==> src/rtl/vga_rx_monitor.sv <==
// Receive-side VGA monitor: recovers pixel coordinates from h_sync/v_sync/RGB,
// verifies line and frame periods and publishes a per-frame pixel checksum.
module vga_rx_monitor #(
    parameter int CPP     = 4,
    parameter int H_DISP  = 640,
    parameter int H_SYNC  = 96,
    parameter int H_BACK  = 48,
    parameter int H_TOTAL = 800,
    parameter int V_DISP  = 480,
    parameter int V_SYNC  = 2,
    parameter int V_BACK  = 33,
    parameter int V_TOTAL = 525
) (
    input  logic        clk,
    input  logic        reset,
    input  logic        h_sync,
    input  logic        v_sync,
    input  logic [11:0] RGB,
    output logic [9:0]  pixel_x,
    output logic [9:0]  pixel_y,
    output logic [11:0] pixel_rgb,
    output logic        pixel_valid,
    output logic        h_locked,
    output logic        v_locked,
    output logic        line_err,
    output logic        frame_err,
    output logic        frame_done,
    output logic [15:0] frame_sum
);

    localparam logic [12:0] LINE_CLKS   = 13'(H_TOTAL * CPP);
    localparam logic [10:0] FRAME_LINES = 11'(V_TOTAL);
    localparam logic [3:0]  PHASE_LAST  = 4'(CPP - 1);
    localparam logic [9:0]  H_START     = 10'(H_SYNC + H_BACK);
    localparam logic [9:0]  H_END       = 10'(H_SYNC + H_BACK + H_DISP);
    localparam logic [9:0]  V_START     = 10'(V_SYNC + V_BACK);
    localparam logic [9:0]  V_END       = 10'(V_SYNC + V_BACK + V_DISP);

    logic        s_hs_r, s_vs_r, prev_hs_r, prev_vs_r;
    logic [11:0] s_rgb_r;
    logic [11:0] clk_cnt_r;
    logic [3:0]  phase_r;
    logic [9:0]  hpos_r, vpos_r;
    logic        h_seen_r, v_seen_r;
    logic [1:0]  h_good_r, v_good_r;
    logic        vs_pending_r;
    logic        taint_r;
    logic [15:0] acc_r;

    logic        hs_fall_s, vs_fall_s, frame_edge_s;
    logic        line_ok_s, frame_ok_s, line_mis_s, capture_s;
    logic [15:0] acc_next_s;

    // Edge detection, period comparisons, capture window and checksum update
    always_comb begin
        hs_fall_s    = prev_hs_r & ~s_hs_r;
        vs_fall_s    = prev_vs_r & ~s_vs_r;
        frame_edge_s = hs_fall_s & (vs_pending_r | vs_fall_s);
        line_ok_s    = (({1'b0, clk_cnt_r} + 13'd1) == LINE_CLKS);
        frame_ok_s   = (({1'b0, vpos_r} + 11'd1) == FRAME_LINES);
        line_mis_s   = hs_fall_s & h_seen_r & ~line_ok_s;
        capture_s    = (phase_r == 4'd0) &&
                       (hpos_r >= H_START) && (hpos_r < H_END) &&
                       (vpos_r >= V_START) && (vpos_r < V_END);
        if (pixel_valid) begin
            acc_next_s = acc_r + {4'd0, pixel_rgb};
        end else begin
            acc_next_s = acc_r;
        end
    end

    // Input sampling, timing recovery, lock qualification and frame publication
    always_ff @(posedge clk) begin
        if (reset) begin
            s_hs_r       <= 1'b1;
            s_vs_r       <= 1'b1;
            prev_hs_r    <= 1'b1;
            prev_vs_r    <= 1'b1;
            s_rgb_r      <= 12'd0;
            clk_cnt_r    <= 12'd0;
            phase_r      <= 4'd0;
            hpos_r       <= 10'd0;
            vpos_r       <= 10'd0;
            h_seen_r     <= 1'b0;
            v_seen_r     <= 1'b0;
            h_good_r     <= 2'd0;
            v_good_r     <= 2'd0;
            vs_pending_r <= 1'b0;
            taint_r      <= 1'b0;
            acc_r        <= 16'd0;
            pixel_x      <= 10'd0;
            pixel_y      <= 10'd0;
            pixel_rgb    <= 12'd0;
            pixel_valid  <= 1'b0;
            h_locked     <= 1'b0;
            v_locked     <= 1'b0;
            line_err     <= 1'b0;
            frame_err    <= 1'b0;
            frame_done   <= 1'b0;
            frame_sum    <= 16'd0;
        end else begin
            s_hs_r     <= h_sync;
            s_vs_r     <= v_sync;
            prev_hs_r  <= s_hs_r;
            prev_vs_r  <= s_vs_r;
            s_rgb_r    <= RGB;
            line_err   <= 1'b0;
            frame_err  <= 1'b0;
            frame_done <= 1'b0;

            if (hs_fall_s) begin
                clk_cnt_r <= 12'd0;
                phase_r   <= 4'd0;
                hpos_r    <= 10'd0;
                if (!h_seen_r) begin
                    h_seen_r <= 1'b1;
                end else if (line_ok_s) begin
                    if (h_good_r != 2'd2) begin
                        h_good_r <= h_good_r + 2'd1;
                    end
                    if (h_good_r != 2'd0) begin
                        h_locked <= 1'b1;
                    end
                end else begin
                    line_err <= 1'b1;
                    h_locked <= 1'b0;
                    h_good_r <= 2'd0;
                end
            end else begin
                if (clk_cnt_r != 12'hFFF) begin
                    clk_cnt_r <= clk_cnt_r + 12'd1;
                end
                if (phase_r == PHASE_LAST) begin
                    phase_r <= 4'd0;
                    if (hpos_r != 10'h3FF) begin
                        hpos_r <= hpos_r + 10'd1;
                    end
                end else begin
                    phase_r <= phase_r + 4'd1;
                end
            end

            // A frame that saw a bad line carries an incomplete sum, so it is never published
            if (frame_edge_s) begin
                vs_pending_r <= 1'b0;
                vpos_r       <= 10'd0;
                acc_r        <= 16'd0;
                taint_r      <= 1'b0;
                if (!v_seen_r) begin
                    v_seen_r <= 1'b1;
                end else if (frame_ok_s) begin
                    if (v_locked && !taint_r && !line_mis_s) begin
                        frame_sum  <= acc_next_s;
                        frame_done <= 1'b1;
                    end
                    if (v_good_r != 2'd2) begin
                        v_good_r <= v_good_r + 2'd1;
                    end
                    if (v_good_r != 2'd0) begin
                        v_locked <= 1'b1;
                    end
                end else begin
                    frame_err <= 1'b1;
                    v_locked  <= 1'b0;
                    v_good_r  <= 2'd0;
                end
            end else begin
                if (vs_fall_s) begin
                    vs_pending_r <= 1'b1;
                end
                if (hs_fall_s && (vpos_r != 10'h3FF)) begin
                    vpos_r <= vpos_r + 10'd1;
                end
                if (line_mis_s) begin
                    taint_r <= 1'b1;
                end
                acc_r <= acc_next_s;
            end

            pixel_valid <= capture_s & h_locked & v_locked;
            if (capture_s && h_locked && v_locked) begin
                pixel_x   <= hpos_r - H_START;
                pixel_y   <= vpos_r - V_START;
                pixel_rgb <= s_rgb_r;
            end
        end
    end

endmodule

==> config.mk <==
export PLATFORM = sky130hd
export DESIGN_NAME = vga_rx_monitor
export DESIGN_NICKNAME = d
export VERILOG_FILES = /design/src/rtl/vga_rx_monitor.sv
export SDC_FILE = /design/constraint.sdc
export NUM_CORES = 1
export LEC_CHECK = 0
export ABC_AREA = 1
export BUFFER_PORTS_ARGS = -buffer_cell sky130_fd_sc_hd__buf_2
export CORE_MARGIN = 5
export CORE_UTILIZATION = 30
export DETAILED_ROUTE_END_ITERATION = 8
export GPL_TIMING_DRIVEN = 1
export SYNTH_ARGS = -nofsm -noshare
export SYNTH_HDL_FRONTEND = slang
export SYNTH_SLANG_ARGS = --single-unit
==> constraint.sdc <==
create_clock -name clk -period 2.8 [get_ports clk]
set_input_delay 0.56 -clock clk [delete_from_list [all_inputs] [get_ports clk]]
set_output_delay 0.56 -clock clk [all_outputs]
set_load 0.005 [all_outputs]
==> flow_metrics.env <==
export IMPL_dieArea_um2=24100
export IMPL_finalMaxSlewViolations=0
export IMPL_finalWirelength_um=16000
export IMPL_diodes=0
export IMPL_yosysWarnings=0
export IMPL_path_max_fanout=26
export IMPL_initial_utilization_pct=30.2
export IMPL_crit_required_ps=3110
export IMPL_cts_made_buffers=17
export IMPL_post_route_period_util_pct=80.1
export IMPL_antenna_found_initial=0
export IMPL_dp_worst_setup_slack_ps=556
export IMPL_ys_ff_latch=130
export IMPL_vias=5675
export IMPL_cp_data_arrival_time_ps=2560
export IMPL_cts_resized=0
export IMPL_synth_edf_count=0
export IMPL_grt_max_degree=39
export IMPL_met1_usage_pct=17.4
export IMPL_place_gp_congestion=0.873
export IMPL_path_clk_slew_ps=60
export IMPL_drcViolationCount=0
export IMPL_cts_setup_buffers=0
export IMPL_cts_tree="yes"
export IMPL_worstMarginPinSlew_ps=468
export IMPL_syn_avg_cell_area_um2=7.07
export IMPL_skew_ps=9.28
export IMPL_synth_ff_type="dfxtp_1"
export IMPL_outcome="complete, no violations"
export IMPL_postSynth_asyncResetShare_pct=0
export IMPL_cts_sinks=130
export IMPL_grt_util_met2_pct=23.0
export IMPL_grt_usage_pct=13.7
export IMPL_critPathKind="reg -> reg"
export IMPL_total_power_mw=4.49
export IMPL_vdd_drop_max_mv=0.341
export IMPL_avgViaCountPerCell=4.53
export IMPL_design_core_area_um2=20900
export IMPL_grt_use_met3_pct=3.76
export IMPL_syn_inst=894
export IMPL_powerDensity_nw_per_um2=589
export IMPL_synth_cell_types=41
export IMPL_syn_nets=937
export IMPL_relSlewSlack_pct=68.5
export IMPL_hold_buffers=0
export IMPL_hpwl_um=11800
export IMPL_nNetsFinal=1009
export IMPL_ant_nets=0
export IMPL_final_cell_mix="nand2_1 (179), nor2_1 (135), dfxtp_1 (130)"
export IMPL_drive_above_1_share_pct=15.4
export IMPL_grt_pass1_vias=5481
export IMPL_clk_latency_ps=420
export IMPL_grt_pass1_wl_um=26600
export IMPL_layout_commonest_cell="nand2_1"
export IMPL_timing_fmax_mhz=446
export IMPL_yosysSeqAreaShare_pct=41.2
export IMPL_startpoint_type="flip-flop"
export IMPL_cts_max_level=4
export IMPL_num_io_pins=70
export IMPL_avgRoutedWirePerCell_um=12.8
export IMPL_gr_max_usage_layer="met2"
export IMPL_fin_ws_ps=558
export IMPL_area_growth_pct=20.5
export IMPL_drt_pass1_iterations=5
export IMPL_die_x_um=155
export IMPL_leakagePower_nw=3.61
export IMPL_grt_overflow_total=0
export IMPL_drtIter0Drc=230
export IMPL_num_rows=53
export IMPL_syn_area_um2=6320
export IMPL_setup_viol=0
export IMPL_cts_root_buf="clkbuf_16"
export IMPL_fin_crit_ps=2240
export IMPL_io_buffers=69
export IMPL_endpoint_kind="flip-flop"
export IMPL_rsz0062_at_grt="no"
export IMPL_hold_viol=0
export IMPL_min_path_type="in -> reg"
export IMPL_timing_setup_tns_ps=0
export IMPL_die_h_um=155
export IMPL_drv_cap=0
export IMPL_clk_path_buf_depth=2
-- Yosys cell counts, types with 7 or more instances --
| library cell | n | area, µm² |
|---|---|---|
| nand2_1 | 179 | 672 |
| nor2_1 | 135 | 507 |
| dfxtp_1 | 130 | 2600 |
| inv_1 | 118 | 443 |
| a21oi_1 | 64 | 320 |
| o21ai_0 | 57 | 285 |
| nand3_1 | 46 | 230 |
| ha_1 | 26 | 325 |
| clkbuf_1 | 17 | 63.8 |
| nand4_1 | 14 | 87.6 |
| nand2_2 | 12 | 75.1 |
| xor2_1 | 11 | 96.3 |
| nor3_1 | 8 | 40.0 |
| inv_2 | 7 | 26.3 |
| xnor2_1 | 7 | 61.3 |
-- flip-flops by register name, indices dropped and copies added (netlist names), 2 cells and up --
name	flops
phase_r	4
pixel_x	10
pixel_y	10
vpos_r	10
hpos_r	10
v_good_r	2
acc_r	16
pixel_rgb	12
h_good_r	2
clk_cnt_r	12
frame_sum	16
s_rgb_r	12
-- critical path: stages, from the launching register on --
cell     delay, ps
dfxtp_1        490
ha_1           310
nor2_1         100
nor2_2         160
nand2_1         70
nor2_1         100
nand2_1         70
nor2_2         130
nand3_4        120
nor2_8         130
nand2_4        210
nor2_1         170
nor2_1          60
-- cell type report --
type	instances	area, µm²
tap	275	344
multi-input combinational	611	3110
inverter	125	469
timing repair buffer	81	435
clock inverter	8	149
sequential	130	2600
fill	2197	13300
clock buffer	23	498
-- cells by family after synthesis --
logic type / count (synthesis) / share of synthesized area, %
and+or+nand+nor: 427 / 29.8
DFF: 130 / 41.2
AOI/OAI and AO/OA: 139 / 11.5
adders and majority gates: 27 / 5.47
xor gates and xnor gates: 18 / 2.50
buffers and inverters: 153 / 9.54
-- report_power, final --
part	total [mW]	switching, mW	internal (mW)
clock network	2.43	0.825	1.60
logic	0.154	0.102	0.0516
registers	1.90	0.0231	1.88
total	4.49	0.951	3.53
-- layer usage --
metal  vias up  wire length, µm
li1       2977                -
met1      2576             7660
met2       104             7450
met3        18              714
met4         0              185
met5         -                0
-- path summary, 6_finish.rpt --
path / endpoint / depth (start not counted) / slack (ps) / from
worst min-delay path: s_hs_r / 2 / 320 / h_sync
worst min register to register: prev_vs_r / 2 / 420 / s_vs_r
worst max register to register: frame_sum[4] / 12 / 560 / vpos_r[0]
worst max-delay path: frame_sum[4] / 12 / 560 / vpos_r[0]
-- stage by stage --
step | std cells | cell area [µm²] | hold WS [ps] | util (%)
6_report | 1253 | 7610 | 319 | 36.4
5_1_grt | 1253 | 7610 | 315 | 36.4
4_1_cts | 1253 | 7610 | 302 | 36.4
3_5_place_dp | 1222 | 6960 | 410 | 33.3
3_3_place_gp | 1222 | 6960 | 407 | 33.3
2_1_floorplan | 894 | 6320 | 392 | -
Note: power is estimated with default switching activity, not from simulation.
